$ cat config.mk
export PLATFORM = sky130hd
export DESIGN_NAME = id_stage
export DESIGN_NICKNAME = d
export VERILOG_FILES = /design/src/rtl/id_stage.sv
export SDC_FILE = /design/constraint.sdc
export NUM_CORES = 1
export LEC_CHECK = 0
export BUFFER_PORTS_ARGS = -buffer_cell sky130_fd_sc_hd__buf_2
export CAP_MARGIN = 25
export CELL_PAD_IN_SITES_DETAIL_PLACEMENT = 2
export CELL_PAD_IN_SITES_GLOBAL_PLACEMENT = 2
export CORE_ASPECT_RATIO = 1.75
export CORE_MARGIN = 4
export CORE_UTILIZATION = 27
export DETAILED_ROUTE_END_ITERATION = 8
export PLACE_DENSITY_LB_ADDON = 0.1
export SETUP_SLACK_MARGIN = 0.3
export SYNTH_ARGS = -nofsm -noshare
export SYNTH_HDL_FRONTEND = slang
export SYNTH_SLANG_ARGS = --single-unit
$ cat constraint.sdc
create_clock -name clk -period 3 [get_ports clk]
set_input_delay 0.15 -clock clk [delete_from_list [all_inputs] [get_ports clk]]
set_output_delay 0.15 -clock clk [all_outputs]
set_load 0.01 [all_outputs]
$ cat src/rtl/id_stage.sv
// id_stage: RV32I decode with write-back bypass, load-use detection and ID/EX register
module id_stage #(
  parameter bit BYPASS_EN = 1'b1,
  parameter bit NOP_ON_ILLEGAL = 1'b1
) (
  input  logic        clk,
  input  logic        rst,
  input  logic        if_valid,
  input  logic [31:0] if_instr,
  input  logic [31:0] if_pc,
  output logic [4:0]  rs1_addr,
  output logic [4:0]  rs2_addr,
  input  logic [31:0] rs1_data,
  input  logic [31:0] rs2_data,
  input  logic        wb_we,
  input  logic [4:0]  wb_rd,
  input  logic [31:0] wb_data,
  input  logic        ex_hold,
  input  logic        ex_flush,
  output logic        stall_if,
  output logic        ex_valid,
  output logic [31:0] ex_pc,
  output logic [31:0] ex_rs1_val,
  output logic [31:0] ex_rs2_val,
  output logic [31:0] ex_imm,
  output logic [4:0]  ex_rs1,
  output logic [4:0]  ex_rs2,
  output logic [4:0]  ex_rd,
  output logic [6:0]  ex_opcode,
  output logic [2:0]  ex_funct3,
  output logic        ex_funct7b5,
  output logic        ex_reg_write,
  output logic        ex_mem_read,
  output logic        ex_mem_write,
  output logic        ex_illegal
);
  logic [6:0]  op;
  logic [4:0]  rd;
  logic        is_r, is_i, is_ld, is_s, is_b, is_u, is_j, illegal;
  logic        uses_rs1, uses_rs2, reg_write, lu, bubble_ill, go;
  logic [31:0] imm, op1, op2;
  logic [31:0] ins;
  assign ins = if_instr;
  assign op = ins[6:0];
  assign rd = ins[11:7];
  assign rs1_addr = ins[19:15];
  assign rs2_addr = ins[24:20];
  assign is_r = op == 7'b0110011;
  assign is_ld = op == 7'b0000011;
  assign is_i = op == 7'b0010011 || is_ld || op == 7'b1100111;
  assign is_s = op == 7'b0100011;
  assign is_b = op == 7'b1100011;
  assign is_u = op == 7'b0110111 || op == 7'b0010111;
  assign is_j = op == 7'b1101111;
  assign illegal = ~(is_r | is_i | is_s | is_b | is_u | is_j);
  assign uses_rs1 = is_r | is_i | is_s | is_b;
  assign uses_rs2 = is_r | is_s | is_b;
  assign reg_write = (is_r | is_i | is_u | is_j) & (rd != 5'd0);
  always_comb begin
    imm = is_i ? {{20{ins[31]}}, ins[31:20]} :
          is_s ? {{20{ins[31]}}, ins[31:25], ins[11:7]} :
          is_b ? {{19{ins[31]}}, ins[31], ins[7], ins[30:25], ins[11:8], 1'b0} :
          is_u ? {ins[31:12], 12'b0} :
          is_j ? {{11{ins[31]}}, ins[31], ins[19:12], ins[20], ins[30:21], 1'b0} : 32'd0;
    op1 = rs1_addr == 5'd0 ? 32'd0 :
          (BYPASS_EN && wb_we && wb_rd == rs1_addr) ? wb_data : rs1_data;
    op2 = rs2_addr == 5'd0 ? 32'd0 :
          (BYPASS_EN && wb_we && wb_rd == rs2_addr) ? wb_data : rs2_data;
  end
  assign lu = ex_valid & ex_mem_read & (ex_rd != 5'd0) & if_valid &
              ((uses_rs1 & (ex_rd == rs1_addr)) | (uses_rs2 & (ex_rd == rs2_addr)));
  assign stall_if = ~ex_flush & (ex_hold | lu);
  assign bubble_ill = ~ex_flush & ~lu & if_valid & illegal & NOP_ON_ILLEGAL;
  assign go = if_valid & ~ex_flush & ~lu & ~(illegal & NOP_ON_ILLEGAL);
  always_ff @(posedge clk) begin
    if (rst) begin
      ex_valid <= 1'b0;
      ex_pc <= '0;
      ex_rs1_val <= '0;
      ex_rs2_val <= '0;
      ex_imm <= '0;
      ex_rs1 <= '0;
      ex_rs2 <= '0;
      ex_rd <= '0;
      ex_opcode <= '0;
      ex_funct3 <= '0;
      ex_funct7b5 <= 1'b0;
      ex_reg_write <= 1'b0;
      ex_mem_read <= 1'b0;
      ex_mem_write <= 1'b0;
      ex_illegal <= 1'b0;
    end else if (ex_flush || !ex_hold) begin
      ex_valid <= go;
      ex_pc <= if_pc;
      ex_rs1_val <= op1;
      ex_rs2_val <= op2;
      ex_imm <= imm;
      ex_rs1 <= rs1_addr;
      ex_rs2 <= rs2_addr;
      ex_rd <= rd;
      ex_opcode <= op;
      ex_funct3 <= ins[14:12];
      ex_funct7b5 <= ins[30];
      ex_reg_write <= go & reg_write;
      ex_mem_read <= go & is_ld;
      ex_mem_write <= go & is_s;
      ex_illegal <= bubble_ill;
    end
  end
endmodule

* Word level (Yosys, flattened, before mapping)
Index checks and enable logic that the tools add are counted. W data, S select, Z words.
Storage, ports and cells: input bits 171, output and inout port bits 170, register bits after elaboration 159
Cells by class: muxes and demuxes 9, bitwise logic cells 31, eq/ne operators 13, reductions and logical operators 11
Operators by type and width (number):
- $mux W32 | 9
- $eq A7 B6 Y1 const B | 3
- $eq A7 B7 Y1 const B | 3
- $eq A5 B5 Y1 | 4
- $and A1 B1 Y1 | 17
- $eq A7 B5 Y1 const B | 2
- $or A1 B1 Y1 | 11
- $logic_not A5 Y1 | 2
- $reduce_bool A5 Y1 | 2
- $eq A7 B2 Y1 const B | 1
- $logic_or A1 B1 Y1 | 4
- $not A1 Y1 | 3
- $logic_and A1 B1 Y1 | 2
- $logic_not A1 Y1 | 1

* Logic depth before layout (Yosys ltp)
Gate-level depths: netlist of the first run.
word-level depth 13, depth in mapped cells 8

* Least setup slack after synthesis of the first run
Ideal clock, no wire load.
path kind flip-flop to output port, from register ex_rd[4], to output stall_if, cell stages (with the launch flop) 6, slack 1.499 ns, buffers on the path 0, arrival time 1.351 ns, path through dfxtp_1 xnor2_1 nand3_1 nor4_1 o21ai_1 a21oi_1
Between the ends: word-level cells in the longest chain between the ends 6, elaborated cells between the ends (all ways) 11, those cells by class eq/ne: 2; bitwise: 8; reduce/logical: 1
Ends and longest elaborated chain:
- from (decl) | line 28 | output logic [4:0] ex_rd,
- from (signal assigned) | line 100 | ex_rd <= rd;
- $eq A5 B5 Y1 or $reduce_bool A5 Y1 (tied branches) | line 71, 70
- $and A1 B1 Y1 (on tied branches) | line 71, 70
- $or A1 B1 Y1 or $and A1 B1 Y1 (tied branches) | line 71, 70
- $and A1 B1 Y1 (*) | line 70 | assign lu = ex_valid & ex_mem_read & (ex_rd != 5'd0) & if_valid &
- $or A1 B1 Y1 (*) | line 72 | assign stall_if = ~ex_flush & (ex_hold | lu);
- $and A1 B1 Y1 (*) | line 72
- to (decl) | line 20 | output logic stall_if,
Every way passes the cells marked *; elsewhere a longest branch is shown, timed or not.

* Final worst setup path of the first run
from input if_instr[17], to register ex_rs1_val[19]
Between the ends: word-level cells in the longest chain between the ends 4, elaborated cells between the ends (all ways) 5, those cells by class eq/ne: 1; mux: 2; reduce/logical: 2
Ends and longest elaborated chain:
- from (decl) | line 9 | input logic [31:0] if_instr,
- $eq A5 B5 Y1 | line 66 | (BYPASS_EN && wb_we && wb_rd == rs1_addr) ? wb_data : rs1_data;
- $logic_and A1 B1 Y1 | line 66
- $mux W32 | line 66
- $mux W32 (*) | line 65 | op1 = rs1_addr == 5'd0 ? 32'd0 :
- to (signal assigned) | line 95 | ex_rs1_val <= op1;
- to (decl) | line 23 | output logic [31:0] ex_rs1_val,
Marks and branches as above. A chain may end at the register's enable or synchronous reset.

==> run summary, run 1 <==
Area growth, synth to finish - 54.8%
Nets - 1404
Final ANT Viol Nets - 0
CTS H-tree depth - 4
Hold Crit Class - input port to flop
skew final - 5.63 ps
Sw Pwr - 1470 uW
count leader, synth - nand2_1
total number of vias - 7522
first-pass GRT wire length - 49.2 mm
Sink Count - 159
antenna violations before repair - 2
fin crit period - 2480 ps
reg2reg end - ex_mem_write
max-slew violations - 0
share of layout cells above drive strength 1 - 34.9%
FFs w/ async S/R, synth - 0%
die area - 28700 sq um
max frequency - 404 MHz
crit path cell chain - buf_2 > xor2_1 > nor4_1 > and3_2 > buf_4 > mux2i_1 > dlygate4sd3_1 > o21ai_1
Finished Core Util - 42.6%
DR iter-0 viols - 213
mapped cell area - 7000 sq um
Tcrit/Tclk final - 82.6%
switch share - 26.3%
Synth area leader - dfxtp_1
total global routing overflow - 0
reg-to-reg startpoint - ex_rd[4]
crit path max fanout - 16
Net Count, Synth - 954
Lkg Pwr - 0.00480 uW
Synth top area share - 45.5%
Mapped Cells - 783
Num CTS Buffers - 17
clock power share - 42.6%
sequential share of power - 41.0%
number of distinct library cells after synthesis - 57
worst reg-to-reg setup slack - 1230 ps
Hold Path Depth - 3
sequential area share after synthesis - 45.5%
Pre-Repair DR Iteration Count - 4
Max clock buf depth - 2
Skew-Pair Late Insertion Delay - 440 ps
Synth top cells by count - 214 x nand2_1, 159 x dfxtp_1, 81 x a21oi_1
Final setup violation count - 0
Worst Path Class, Setup - input port to flop
status - finished, final reports clean
Reg clk slew, reported paths - 60 ps
PwrDens - 517 nW/um^2
I/O pins - 341
Final Cell Area - 10800 sq um
internal power - 4130 uW
row cnt - 77
placed cell area - 8720 sq um
# DRC - 0
Total Routing Usage GR - 22.3%
Fill cells - 2911
dpl hpwl - 22.0 mm
Setup Total Neg Slack - 0 ps
core box area - 25400 sq um
IO Port Bufs - 340
Syn. warnings - 0
Max VDD drop - 0.388 mV
crit-path max cell delay - 650 ps
CTS tree - built
min-delay src - wb_data[4]
initial core utilization - 27.5%
RSZ-0062 raised after global routing - no
Required @ worst endpoint - 3310 ps
#FFs+latches synth - 159
number of enable flip-flop cells after synthesis - 0
Post-synth top flop - dfxtp_1
final hold violations - 0
die height - 221 um
Tightest Pin Transition - 798 ps
RePlAce Congestion - 0.761
Die W - 130 um
worst r2r path cells - 5
slowest CP cell - and3_2
post-DR vias/cell - 4.81
critical path startpoint category - input port
ranking of synthesized cells by area - dfxtp_1 45%, nand2_1 11%, mux2i_1 9.2%
Hold EP - ex_rs1_val[4]
syn_area_per_cell - 8.94 sq um
Max-Cap Viols - 0
pin count of the biggest net entering global routing - 99
vias in the first global route - 8540
WL/cell - 20.6 um
final wirelength - 32.2 mm
Power Total - 5600 uW
combinational power share - 16.4%
critical path arrival - 2790 ps
Clk Tree Root Cell - clkbuf_16
crit path capture type - flop
Slew Limit Headroom - 46.4%
cell type report:
type | count | area, sq um | area share, %
Antenna cell | 2 | 5.00 | 0.0462
Clock buffer | 21 | 480 | 4.44
Clock inverter | 10 | 156 | 1.44
Inverter | 3 | 11.3 | 0.104
Multi-Input combinational cell | 555 | 3330 | 30.7
Sequential cell | 159 | 3180 | 29.4
Tap cell | 316 | 395 | 3.65
Timing Repair Buffer | 497 | 3270 | 30.2
critical path: cells and delay by family:
kind / cells / cell delay (ps)
buf+inv: 3 / 1090
simple gates: 2 / 1080
mux: 1 / 230
xor+xnor: 1 / 170
compound gates: 1 / 60
sequential cells by signal (all words and copies together) (netlist names), 3 cells and up:
signal / count
ex_pc: 32
ex_rs2: 5
ex_rd: 5
ex_imm: 32
ex_opcode: 7
ex_rs1: 5
ex_funct3: 3
ex_rs1_val: 32
ex_rs2_val: 32
power by group through the flow:
stage | Clock [uW] | Combinational, uW | Sequential (uW)
2_1_floorplan | 0 | 332 | 2390
3_3_place_gp | 0 | 752 | 2330
3_5_place_dp | 0 | 761 | 2340
4_1_cts | 2470 | 922 | 2290
5_1_grt | 2550 | 1010 | 2310
6_report | 2390 | 919 | 2300
worst max-delay path by stage:
| stage | start | endpoint | slack, ps | cells past startpoint |
|---|---|---|---|---|
| global placement | if_instr[17] | ex_rs1_val[13] | 650 | 7 |
| CTS | ex_rd[4] | stall_if | 380 | 6 |
| finish | if_instr[17] | ex_rs1_val[19] | 520 | 8 |
| global route | if_instr[17] | ex_rs1_val[25] | 420 | 8 |
| detailed placement | if_instr[17] | ex_rs1_val[28] | 640 | 7 |
| floorplan | ex_rd[4] | stall_if | 1500 | 5 |
cells in the final DEF (no fill, tap or decap), types with 5 or more instances in the layout:
cell,Yosys,layout
xnor2_1,10,10
clkbuf_16,0,17
nor4_1,5,5
dlygate4sd3_1,0,146
nor2_1,9,9
a22o_1,10,10
buf_2,10,340
nand2_1,214,214
o21ai_0,9,9
a21oi_1,81,81
o21ai_1,53,52
xor2_1,10,10
o21ai_2,31,31
nand3_1,7,7
buf_4,12,9
mux2i_1,64,64
dfxtp_1,159,159
through the flow:
| step | hold slack, ps | worst slack, ps | cells |
|---|---|---|---|
| final | 17.3 | 522 | 1563 |
| after CTS | 0.543 | 385 | 1561 |
| after global placement | 378 | 651 | 1384 |
| after global routing | 12.7 | 423 | 1562 |
| after detailed placement | 383 | 639 | 1384 |
| after floorplan | 228 | 1500 | 783 |
timing repair:
action | 4_1_cts | 5_1_grt
hold buffers | 146 | 0
endpoints found under the hold margin | 115 | 0
buffers inserted | 0 | 0
setup endpoints to repair | 0 | 1
gates resized for setup | 0 | 1
cell families (layout without fill, tap and decap cells):
logic type | Yosys count | in the layout | synth area share, %
DFF | 159 | 159 | 45.5
buffers and inverters | 69 | 531 | 7.40
muxes | 68 | 68 | 9.80
AOI/OAI and AO/OA | 205 | 205 | 18.5
and+or+nand+nor | 262 | 262 | 16.3
other | 0 | 2 | 0
xor gates and xnor gates | 20 | 20 | 2.50
metal layers:
metal  track usage, %  vias to the layer above  routed length (um)
met4             10.0                        0                1120
met3             4.92                       56                1760
li1                 -                     3571                   -
met5                0                        -                   0
met1             22.5                     3640               11600
met2             42.4                      255               17700
Power figures use the tool's default switching activity.
==> run 2: changes to the inputs <==
--- a/config.mk
+++ b/config.mk
@@ -11,7 +11,7 @@
 export CELL_PAD_IN_SITES_GLOBAL_PLACEMENT = 2
 export CORE_ASPECT_RATIO = 1.75
 export CORE_MARGIN = 4
-export CORE_UTILIZATION = 27
+export CORE_UTILIZATION = 23
 export DETAILED_ROUTE_END_ITERATION = 8
 export PLACE_DENSITY_LB_ADDON = 0.1
 export SETUP_SLACK_MARGIN = 0.3
==> constraint.sdc (replaced) <==
create_clock -name clk -period 2.05 [get_ports clk]
set_input_delay 0.1025 -clock clk [delete_from_list [all_inputs] [get_ports clk]]
set_output_delay 0.1025 -clock clk [all_outputs]
set_load 0.01 [all_outputs]
==> run 2 against run 1 <==
Effect of this change: sequential cell count did not move; utilization down 4.6 points; total power increased by 41%; clock power rose by 29%; count of clock-buffer cells in the layout grew 1; worst hold slack improved by 2.7 ps; largest cell class is now non-clock buffers.
==> run summary, run 2 (synthesis gave the netlist of run 1 again) <==
Area growth, synth to finish - 63.3% (was 54.8%)
status - finished, final reports clean (unchanged)
crit-path max cell delay - 550 ps (was 650 ps)
WL/cell - 20.0 um (was 20.6 um)
Sink Count - 159 (unchanged)
DR iter-0 viols - 129 (was 213)
area occupied by multi-input gates - 3430 sq um (was 3330 sq um)
final wirelength - 33.6 mm (was 32.2 mm)
RSZ-0062 raised after global routing - yes (was no)
skew final - 4.29 ps (was 5.63 ps)
critical path startpoint category - flop (was input port)
Reg clk slew, reported paths - 60 ps (about the same)
die area - 33400 sq um (was 28700 sq um)
crit path cell chain - or4_4 > nor2_4 > nor3_2 > o21ai_2 > a21oi_2 > buf_2 (was buf_2 > xor2_1 > nor4_1 > and3_2 > buf_4 > mux2i_1 > dlygate4sd3_1 > o21ai_1)
vias in the first global route - 8648 (was 8540)
Storage cell area - 3200 sq um (was 3180 sq um)
initial core utilization - 23.3% (was 27.5%)
worst reg-to-reg setup slack - 480 ps (was 1230 ps)
Worst Path Class, Setup - flop to output port (was input port to flop)
Lkg Pwr - 0.00503 uW (was 0.00480 uW)
Fill cells - 3396 (was 2911)
critical path arrival - 1830 ps (was 2790 ps)
Final ANT Viol Nets - 0 (unchanged)
first-pass GRT wire length - 51.4 mm (was 49.2 mm)
dpl hpwl - 23.6 mm (was 22.0 mm)
crit path capture type - output port (was flop)
Tcrit/Tclk final - 94.2%
Required @ worst endpoint - 1950 ps (was 3310 ps)
CP bufs+invs - 1 (was 3)
share of layout cells above drive strength 1 - 36.8% (was 34.9%)
I/O pins - 341 (unchanged)
Hold Crit Class - input port to flop (unchanged)
die height - 239 um (was 221 um)
Die W - 140 um (was 130 um)
final hold violations - 0 (unchanged)
leading cell type in the layout, fill and taps excluded - buf_2 (unchanged)
# DRC - 0 (unchanged)
Setup Total Neg Slack - 0 ps (unchanged)
antenna violations before repair - 2 (unchanged)
total global routing overflow - 0 (unchanged)
RePlAce Congestion - 0.782 (was 0.761)
Max clock buf depth - 2 (unchanged)
core box area - 30100 sq um (was 25400 sq um)
total number of vias - 7617 (was 7522)
pin count of the biggest net entering global routing - 62 (was 99)
PwrDens - 690 nW/um^2 (was 517 nW/um^2)
Tightest Pin Transition - 715 ps (was 798 ps)
CTS H-tree depth - 4 (unchanged)
Final setup violation count - 0 (unchanged)
Slew Limit Headroom - 51.9% (was 46.4%)
slowest CP cell - or4_4 (was and3_2)
worst hold slack - 20.0 ps (was 17.3 ps)
IO Port Bufs - 340 (unchanged)
crit path max fanout - 4 (was 16)
Clk Tree Root Cell - clkbuf_16 (unchanged)
post-DR vias/cell - 4.54 (was 4.81)
Max-Cap Viols - 0 (unchanged)
fin crit period - 1930 ps
Total Routing Usage GR - 19.9% (was 22.3%)
delay-heaviest family, CP - simple AND/OR/NAND/NOR gates (was buffers and inverters)
Num CTS Buffers - 17 (unchanged)
row cnt - 84 (was 77)
max-slew violations - 0 (unchanged)
max frequency - 518 MHz
Pre-Repair DR Iteration Count - 4 (unchanged)
most frequent cells in the layout - 340 x buf_2, 214 x nand2_1, 164 x dlygate4sd3_1 (was 340 x buf_2, 214 x nand2_1, 159 x dfxtp_1)
Max VDD drop - 0.609 mV (was 0.388 mV)
Nets - 1446 (was 1404)
Skew-Pair Late Insertion Delay - 440 ps (about the same)
CTS tree - built (unchanged)
run 2: cell count changes in the layout (fill, tap and decap cells not counted), sizes merged:
cell	change
dlygate4sd3	+18
buf	+23
bufinv	-3
clkinv	+4
clkbuf	+2
inv	-1
run 2: final cells by class:
type,instances,share of cell area (%)
well taps,387,4.24
clock buffers,22,4.06
diodes,2,0.0438
repair buffers,539,32.8
inverters,3,0.0985
multi-input cells,555,30.0
flip-flops and latches,159,28.0
clock inverters,10,0.777
run 2: path summary, 6_finish.rpt:
kind,startpoint,endpoint,depth (start not counted)
max,ex_rd[0],stall_if,6
min,if_instr[24],ex_rs2[4],3
max reg2reg,ex_rd[2],ex_mem_read,7
min reg2reg,ex_rs1_val[23],ex_rs1_val[23],2
run 2: layer usage:
layer  up-vias  GRT usage, %  part of all wire [%]
li1       3658             -                     -
met3        45          4.70                   5.2
met5         -             0                     0
met1      3678          20.0                    35
met4         0          7.67                   2.6
met2       236          38.8                    57
run 2: per-stage QoR:
step	total power [uW]	worst slack, ps	instances	cell area, sq um	utilization, %
finish	7890	119	1677	11400	38.0
CTS	8030	30.6	1672	11300	37.7
detailed placement	4590	257	1473	9050	30.1
global placement	4570	293	1473	9050	30.1
global route	8310	32.8	1677	11400	38.0
floorplan	3980	597	783	7000	-
run 2: power by group:
part,internal [uW],switching (uW)
Clock,1730,1360
Sequential,3260,95.4
Combinational,696,746
run 2: repair_timing:
item,CTS,global route
setup buffers,3,2
endpoints found under the hold margin,124,0
hold buffers,164,0
pin swaps,5,7
resized for setup,18,8
cloned,0,1
endpoints found under the setup margin,1,17
run 2: worst min-delay path, delay by kind of cell:
kind | cells | cell delay, ps
AO/OA/AOI/OAI | 1 | 60
buffers and inverters | 1 | 170
AND/OR/NAND/NOR | 1 | 80
==> run 3: changes to the inputs <==
--- a/config.mk
+++ b/config.mk
@@ -10,11 +10,12 @@
 export CELL_PAD_IN_SITES_DETAIL_PLACEMENT = 2
 export CELL_PAD_IN_SITES_GLOBAL_PLACEMENT = 2
 export CORE_ASPECT_RATIO = 1.75
-export CORE_MARGIN = 4
-export CORE_UTILIZATION = 23
+export CORE_MARGIN = 3
+export CORE_UTILIZATION = 27
 export DETAILED_ROUTE_END_ITERATION = 8
 export PLACE_DENSITY_LB_ADDON = 0.1
 export SETUP_SLACK_MARGIN = 0.3
+export SLEW_MARGIN = 20
 export SYNTH_ARGS = -nofsm -noshare
 export SYNTH_HDL_FRONTEND = slang
 export SYNTH_SLANG_ARGS = --single-unit
==> constraint.sdc (replaced) <==
create_clock -name clk -period 2.3 [get_ports clk]
set_input_delay 0.115 -clock clk [delete_from_list [all_inputs] [get_ports clk]]
set_output_delay 0.115 -clock clk [all_outputs]
set_load 0.01 [all_outputs]
==> run 3 against run 2 <==
Effect of this change: utilization is 6.9 points higher; register-to-register slack better by 220 ps; clock skew is 1.1 ps higher; largest power group is now clock.
==> run summary, run 3 (synthesis gave the netlist of run 1 again) <==
Max VDD drop - 0.483 mV (was 0.609 mV)
row cnt - 77 (was 84)
critical path startpoint category - flop (unchanged)
routed length on met3 - 2.06 mm (was 1.76 mm)
Final ANT Viol Nets - 0 (unchanged)
skew final - 5.42 ps (was 4.29 ps)
die height - 219 um (was 239 um)
first-pass GRT wire length - 52.1 mm (was 51.4 mm)
Sink Count - 159 (unchanged)
total global routing overflow - 0 (unchanged)
Max-Cap Viols - 0 (unchanged)
initial core utilization - 27.5% (was 23.3%)
Area growth, synth to finish - 63.4% (was 63.3%)
Worst Path Class, Setup - flop to output port (unchanged)
Pre-Repair DR Iteration Count - 4 (unchanged)
Max clock buf depth - 2 (unchanged)
share of layout cells above drive strength 1 - 36.0% (was 36.8%)
Finished Core Util - 45.0% (was 38.0%)
vias in the first global route - 8759 (was 8648)
RePlAce Congestion - 0.760 (was 0.782)
core box area - 25400 sq um (was 30100 sq um)
pin count of the biggest net entering global routing - 78 (was 62)
critical path arrival - 1870 ps (was 1830 ps)
final hold violations - 0 (unchanged)
Skew-Pair Late Insertion Delay - 440 ps (about the same)
most frequent cells in the layout - 340 x buf_2, 214 x nand2_1, 179 x dlygate4sd3_1 (was 340 x buf_2, 214 x nand2_1, 164 x dlygate4sd3_1)
Final setup violation count - 0 (unchanged)
Lkg Pwr - 0.00508 uW (was 0.00503 uW)
die area - 28000 sq um (was 33400 sq um)
Nets - 1459 (was 1446)
Required @ worst endpoint - 2180 ps (was 1950 ps)
Num CTS Buffers - 17 (unchanged)
post-DR vias/cell - 4.81 (was 4.54)
I/O pins - 341 (unchanged)
placed cell area - 8830 sq um (was 9050 sq um)
final wirelength - 35.1 mm (was 33.6 mm)
Hold Crit Class - input port to flop (unchanged)
max-slew violations - 0 (unchanged)
Die W - 128 um (was 140 um)
PwrDens - 653 nW/um^2 (was 690 nW/um^2)
Tightest Pin Transition - 813 ps (was 715 ps)
max frequency - 505 MHz
DR iter-0 viols - 223 (was 129)
fin crit period - 1980 ps
WL/cell - 21.7 um (was 20.0 um)
crit path capture type - output port (unchanged)
Top Layer Used - met5 (was met4)
CTS H-tree depth - 4 (unchanged)
leading cell type in the layout, fill and taps excluded - buf_2 (unchanged)
status - finished, final reports clean (unchanged)
DR WL met2 - 19.5 mm (was 19.1 mm)
Tcrit/Tclk final - 86.2%
Final Cell Area - 11400 sq um (about the same)
Total Routing Usage GR - 24.4% (was 19.9%)
CTS tree - built (unchanged)
total number of vias - 7798 (was 7617)
dpl hpwl - 21.8 mm (was 23.6 mm)
M1 wire length - 12.6 mm (was 11.9 mm)
IO Port Bufs - 340 (unchanged)
Reg clk slew, reported paths - 70 ps (was 60 ps)
RSZ-0062 raised after global routing - yes (unchanged)
Setup Total Neg Slack - 0 ps (unchanged)
Clk Tree Root Cell - clkbuf_16 (unchanged)
crit path max fanout - 4 (unchanged)
Slew Limit Headroom - 45.4% (was 51.9%)
# DRC - 0 (unchanged)
antenna violations before repair - 4 (was 2)
==> run 3: routing by layer <==
| metal | up-vias | GRT usage [%] |
|---|---|---|
| met5 | - | 0 |
| met4 | 2 | 8.43 |
| met3 | 54 | 6.60 |
| met2 | 271 | 48.0 |
| met1 | 3788 | 24.0 |
| li1 | 3683 | - |
==> run 3: worst paths after layout <==
| path | end | slack, ps | cells after the start | from |
|---|---|---|---|---|
| worst max-delay path | stall_if | 320 | 6 | ex_rd[3] |
| worst min-delay path | ex_rs1_val[31] | 30 | 3 | wb_data[31] |
| worst max register to register | ex_reg_write | 700 | 6 | ex_rd[3] |
| worst min register to register | ex_imm[22] | 440 | 2 | ex_imm[22] |
==> run 3: timing repair <==
| item | in CTS | in global routing |
|---|---|---|
| setup endpoints to repair | 1 | 5 |
| endpoints found under the hold margin | 127 | 0 |
| hold buffers | 179 | 0 |
| buffers inserted | 3 | 8 |
| gates resized for setup | 14 | 4 |
| pin swaps | 3 | 4 |
==> run 3: critical path, stage by stage, from the launching register on <==
cell     delay [ps]
dfxtp_4         370
or4_4           550
nor2_4          110
nor3_2           60
o21ai_2         120
a21oi_2          80
buf_2           150
==> run 3: final cells by class <==
cell class / instances / area (sq um)
antenna: 4 / 10.0
multi-input combinational: 555 / 3380
sequential: 159 / 3190
timing repair buffer: 552 / 3790
clock inverter: 9 / 154
tap: 316 / 395
clock buffer: 23 / 498
inverter: 3 / 11.3
fill: 2826 / 14000
==> run 3: power breakdown <==
group          internal, uW  switching, uW  total (uW)
registers              2910           93.7        3000
logic                   617            682        1300
clock network          1960           1210        3170
==> run 3: per-stage QoR <==
stage	instances	total power, uW	hold slack [ps]	setup slack [ps]
after CTS	1609	7510	2.64	233
final	1621	7470	31.2	318
after floorplan	783	3550	193	834
after global placement	1395	4030	351	361
after global routing	1619	7780	26.3	251
after detailed placement	1395	4050	356	319
